===== src/rtl/uart_pkg.sv =====
// Shared UART definitions: FSM state encoding and oversampling constants.
// Used by both uart_receiver and uart_transmitter.
package uart_pkg;

    typedef enum logic [1:0] {
        IDLE  = 2'd0,
        START = 2'd1,
        DATA  = 2'd2,
        STOP  = 2'd3
    } uart_state_e;

    // Baud ticks per bit period and the tick index that lands mid start bit.
    localparam int OVERSAMPLE = 16;
    localparam int MID_TICK   = 7;

endpackage


===== src/rtl/uart_rx_sync.sv =====
// Two-flop synchronizer for the asynchronous RX line.
// Resets to 1 so that reset never looks like a start edge.
module uart_rx_sync (
    input  logic i_clk,
    input  logic i_reset,
    input  logic i_d,
    output logic o_q
);

    logic meta_q;
    logic sync_q;

    // Two-stage shift of the raw line; fixed 2-clock latency.
    always_ff @(posedge i_clk or negedge i_reset) begin
        if (!i_reset) begin
            meta_q <= 1'b1;
            sync_q <= 1'b1;
        end else begin
            meta_q <= i_d;
            sync_q <= meta_q;
        end
    end

    assign o_q = sync_q;

endmodule


===== src/rtl/uart_receiver.sv =====
// 16x oversampled UART receiver, LSB first, DATA_BITS data bits, configurable stop length.
// Optional feature: define UART_RX_FERR_EN to add the o_frame_err output (stop bit sampled low).
module uart_receiver
    import uart_pkg::*;
#(
    parameter int DATA_BITS      = 32,
    parameter int STP_BITS_TICKS = 16
) (
    input  logic                 i_clk,
    input  logic                 i_reset,
    input  logic                 i_bd_tick,
    input  logic                 i_rx,
    output logic [DATA_BITS-1:0] o_data,
    output logic                 o_rx_done
`ifdef UART_RX_FERR_EN
    ,
    output logic                 o_frame_err
`endif
);

    localparam int TICK_CLOG = $clog2(STP_BITS_TICKS);
    localparam int TICK_W    = (TICK_CLOG > 4) ? TICK_CLOG : 4;
    localparam int BIT_W     = (DATA_BITS > 1) ? $clog2(DATA_BITS) : 1;

    logic                 rx_s;
    uart_state_e          state_q, state_d;
    logic [TICK_W-1:0]    tick_q,  tick_d;
    logic [BIT_W-1:0]     bit_q,   bit_d;
    logic [DATA_BITS-1:0] shreg_q, shreg_d;
    logic [DATA_BITS-1:0] data_q,  data_d;
    logic                 done_q,  done_d;
`ifdef UART_RX_FERR_EN
    logic                 ferr_q,  ferr_d;
`endif

    uart_rx_sync u_sync (
        .i_clk   (i_clk),
        .i_reset (i_reset),
        .i_d     (i_rx),
        .o_q     (rx_s)
    );

    // Next-state logic: frame sequencing on baud ticks, sampling mid-bit.
    always_comb begin
        state_d = state_q;
        tick_d  = tick_q;
        bit_d   = bit_q;
        shreg_d = shreg_q;
        data_d  = data_q;
        done_d  = 1'b0;
`ifdef UART_RX_FERR_EN
        ferr_d  = 1'b0;
`endif
        case (state_q)
            IDLE: begin
                // Start edge is taken without waiting for a tick.
                if (!rx_s) begin
                    state_d = START;
                    tick_d  = '0;
                end
            end
            START: begin
                if (i_bd_tick) begin
                    if (tick_q == TICK_W'(MID_TICK)) begin
                        if (!rx_s) begin
                            state_d = DATA;
                            tick_d  = '0;
                            bit_d   = '0;
                        end else begin
                            // Line went back high before mid start bit: a glitch.
                            state_d = IDLE;
                        end
                    end else begin
                        tick_d = tick_q + TICK_W'(1);
                    end
                end
            end
            DATA: begin
                if (i_bd_tick) begin
                    if (tick_q == TICK_W'(OVERSAMPLE - 1)) begin
                        // LSB arrives first, so new bits enter at the top and shift down.
                        shreg_d = (shreg_q >> 1) | (DATA_BITS'(rx_s) << (DATA_BITS - 1));
                        tick_d  = '0;
                        if (bit_q == BIT_W'(DATA_BITS - 1)) begin
                            state_d = STOP;
                        end else begin
                            bit_d = bit_q + BIT_W'(1);
                        end
                    end else begin
                        tick_d = tick_q + TICK_W'(1);
                    end
                end
            end
            STOP: begin
                if (i_bd_tick) begin
                    if (tick_q == TICK_W'(STP_BITS_TICKS - 1)) begin
                        data_d  = shreg_q;
                        done_d  = 1'b1;
`ifdef UART_RX_FERR_EN
                        ferr_d  = !rx_s;
`endif
                        state_d = IDLE;
                    end else begin
                        tick_d = tick_q + TICK_W'(1);
                    end
                end
            end
            default: state_d = IDLE;
        endcase
    end

    // State, counters and registered outputs.
    always_ff @(posedge i_clk or negedge i_reset) begin
        if (!i_reset) begin
            state_q <= IDLE;
            tick_q  <= '0;
            bit_q   <= '0;
            shreg_q <= '0;
            data_q  <= '0;
            done_q  <= 1'b0;
`ifdef UART_RX_FERR_EN
            ferr_q  <= 1'b0;
`endif
        end else begin
            state_q <= state_d;
            tick_q  <= tick_d;
            bit_q   <= bit_d;
            shreg_q <= shreg_d;
            data_q  <= data_d;
            done_q  <= done_d;
`ifdef UART_RX_FERR_EN
            ferr_q  <= ferr_d;
`endif
        end
    end

    assign o_data    = data_q;
    assign o_rx_done = done_q;
`ifdef UART_RX_FERR_EN
    assign o_frame_err = ferr_q;
`endif

endmodule


===== config.mk =====
export PLATFORM = sky130hd
export DESIGN_NAME = uart_receiver
export DESIGN_NICKNAME = d
export VERILOG_FILES = /design/src/rtl/uart_pkg.sv /design/src/rtl/uart_rx_sync.sv /design/src/rtl/uart_receiver.sv
export SDC_FILE = /design/constraint.sdc
export NUM_CORES = 1
export LEC_CHECK = 0
export CORE_MARGIN = 3
export CORE_UTILIZATION = 50
export DETAILED_ROUTE_END_ITERATION = 7
export PLACE_DENSITY = 0.75
export SYNTH_ARGS = -nofsm -noshare
export SYNTH_HDL_FRONTEND = slang
export SYNTH_SLANG_ARGS = --single-unit

===== constraint.sdc =====
create_clock -name i_clk -period 2 [get_ports i_clk]
set_clock_uncertainty 0.15 [all_clocks]
set_input_delay 0.4 -clock i_clk [delete_from_list [all_inputs] [get_ports i_clk]]
set_output_delay 0.4 -clock i_clk [all_outputs]
set_load 0.005 [all_outputs]

==> impl_metrics.yaml <==
run_status:
  outcome: "finished, final reports clean"
timing:
  rsz0062_at_grt: "yes"
  setup_viol: 0
  period_share_pct: 99.4
  clock.fmax_mhz: 503
  setup_ws_ps: 11.6
  slew_violations: 0
  setup_tns_ps: 0
  tightest_slew_ps: 402
  final_hold_viol_count: 0
  relSlewSlack_pct: 73.2
  fin_crit_ps: 1990
  whs_ps: 207
min_path:
  hold_path.class: "reg2reg"
  min_from: "u_sync.meta_q"
synthesis:
  ys_types: 37
  synth_nets: 219
  synthXorXnorAreaFrac_pct: 0.260
  synth_top_family_by_area: "multiplexers"
  synthSimpleGateAreaFrac_pct: 5.53
  synth_fa_ha_area_share_pct: 1.11
  synth_compound_area_share_pct: 3.42
  syn_inst: 212
  synth_seq_cells: 78
  synthMuxAreaShare_pct: 26.3
  seq_area_frac_synth_pct: 58.0
  syn_area_per_cell_sq_um: 15.9
  syn_area_sq_mm: 0.00337
  yosysWarnings: 0
worst_setup_path:
  worstSetupPathType: "reg2reg"
  r2r-end: "bit_q[0]"
  crit_end: "bit_q[0]"
  worstPathRequired_ps: 2080
  critPathLaunchType: "flop"
  worstPathArrival_ps: 2060
  crit_path_end_kind: "flop"
  rr_worst_depth: 7
  reg2reg_slack_ps: 10
  crit_fanout: 3
  startpoint: "bit_q[1]"
  crit-reg2reg-launch: "bit_q[1]"
global_routing:
  grt_overflow: 0
  grt_max_degree: 33
  grt_usage_pct: 15.8
  grt_pass1_wl_mm: 9.17
  grt_pass1_vias: 1811
  antenna_found_initial: 0
placement:
  place_area_sq_mm: 0.00389
  placed_cells: 332
  place.gp.congestion: 0.824
  dp_hpwl_mm: 3.69
  place_ws_ps: -121
  port_buffers: 36
route:
  num_vias: 1831
  firstDrtPassIters: 4
  drc: 0
  routed_wl_mm: 5.33
  drt.antenna.violating_nets: 0
  wl_per_cell_um: 15.2
  vias_per_cell: 5.23
  drt_iter0_drc: 65
floorplan:
  die_w_um: 88.1
  die_area_sq_mm: 0.00776
  ioPinCount: 37
  coreArea_sq_mm: 0.00642
  initial_core_util_pct: 52.5
  die_h_um: 88.1
  num_rows: 29
job:
  max-cap-violations: 0
cts:
  h-tree-depth: 3
  clkTransAtPathRegs_ps: 70
  cts_root_buffer: "clkbuf_8"
  cts_buffers: 9
  cts_resized: 0
  cts_max_path_buffers: 2
  cts_tree: "built"
  clock-sinks: 78
  clk-insertion-delay-late_ps: 340
finish:
  final_cell_count_no_fill: 350
  mostFrequentLayoutCells: "dfrtp_1 (76), clkdlybuf4s50_1 (35), mux2_4 (34)"
  final_common_cell: "dfrtp_1"
  drive_gt1_share_pct: 41.0
  syn_to_final_growth_pct: 22.7
  diodes: 0
  nets: 275
  fin_area_sq_mm: 0.00414
pwr:
  pwr_density_cell_mw_per_mm2: 866
  vdd_drop_max_uv: 589
  p_leak_nw: 1.96
report_power, final:
| part | internal, W | switching, W | total [W] | leakage, nW |
|---|---|---|---|---|
| sequential | 0.00166 | 0.000123 | 0.00179 | 1.06 |
| clock | 0.000740 | 0.000547 | 0.00129 | 0.110 |
| combinational | 0.000269 | 0.000242 | 0.000510 | 0.788 |
| total | 0.00267 | 0.000912 | 0.00358 | 1.96 |
flip-flops by register name, summed over array words and instances, names as in the netlist, named ones only:
signal,cells
tick_q,4
u_sync.o_q,1
bit_q,5
shreg_q,32
state_q,1
u_sync.meta_q,1
o_rx_done,1
o_data,32
kinds of logic (layout without fill, tap and decap cells):
group / Yosys count / after routing
simple gates: 31 / 31
mux: 68 / 68
fa+ha+maj: 3 / 3
compound gates: 15 / 15
buf+inv: 16 / 77
flops: 78 / 78
xor+xnor: 1 / 1
synthesized netlist by cell type:
library cell / instances / area share (%)
inv_1: 4 / 0.45
nand3_1: 3 / 0.45
dfstp_2: 2 / 1.6
a32oi_1: 1 / 0.26
buf_4: 2 / 0.45
nand4_1: 1 / 0.19
nand2_1: 6 / 0.67
buf_12: 4 / 2.4
buf_6: 5 / 1.7
mux2_4: 33 / 15
nor3_1: 3 / 0.45
dfrtp_1: 76 / 56
and4_4: 1 / 0.33
o21ai_0: 1 / 0.15
xor2_1: 1 / 0.26
ha_1: 3 / 1.1
o221ai_1: 1 / 0.26
a22o_1: 1 / 0.26
a311o_1: 1 / 0.30
and4bb_2: 1 / 0.37
nor3b_1: 1 / 0.22
a21oi_1: 1 / 0.15
mux2i_1: 2 / 0.59
clkbuf_8: 1 / 0.41
and3_1: 3 / 0.56
a211o_1: 2 / 0.52
and4_1: 1 / 0.26
nor2_4: 1 / 0.33
and3_4: 1 / 0.33
nor2_1: 4 / 0.45
a21o_1: 1 / 0.22
nor2b_1: 3 / 0.56
mux2_2: 33 / 11
a221o_1: 1 / 0.30
o31a_1: 1 / 0.26
a31oi_1: 4 / 0.74
nand2b_1: 2 / 0.37
timing repair:
item	4_1_cts	5_1_grt
endpoints found under the setup margin	1	3
cloned	0	0
hold buffers	1	0
hold endpoints to repair	25	0
pin swaps	1	0
buffers inserted	0	1
metal layers:
metal  routed length (um)  GRT usage (%)
met2                 2440           22.7
met4                   97           6.59
met1                 2590           22.1
met3                  202           5.17
met5                    0              0
worst max-delay path, cell delays in order, from the launching register on:
cell and delay, ps:
dfrtp_1 380, ha_2 190, and3_4 190, ha_4 150, and4bb_2 300, a32oi_2 80
nor2_4 140, mux2_4 300
final cells by class:
| cell class | instances | area (sq um) |
|---|---|---|
| inverter | 4 | 15.0 |
| clock inverter | 5 | 81.3 |
| multi-input combinational | 118 | 1270 |
| fill | 470 | 2290 |
| timing repair buffer | 57 | 581 |
| sequential | 78 | 1950 |
| tap | 77 | 96.3 |
| clock buffer | 11 | 141 |
stage by stage:
stage	util (%)	power, W
floorplan	-	0.00218
global placement	60.6	0.00230
detailed placement	60.6	0.00232
CTS	64.3	0.00363
global route	64.4	0.00379
finish	64.4	0.00358
worst min path at each step:
stage                                 endpoint  slack, ps  cells past startpoint
floorplan           asynchronous set/reset pin        -50                      0
global placement                    u_sync.o_q        200                      0
detailed placement                  u_sync.o_q        200                      0
CTS                                 u_sync.o_q        210                      0
global route                        u_sync.o_q        210                      0
finish                              u_sync.o_q        210                      0
Note: power is estimated with default switching activity, not from simulation.
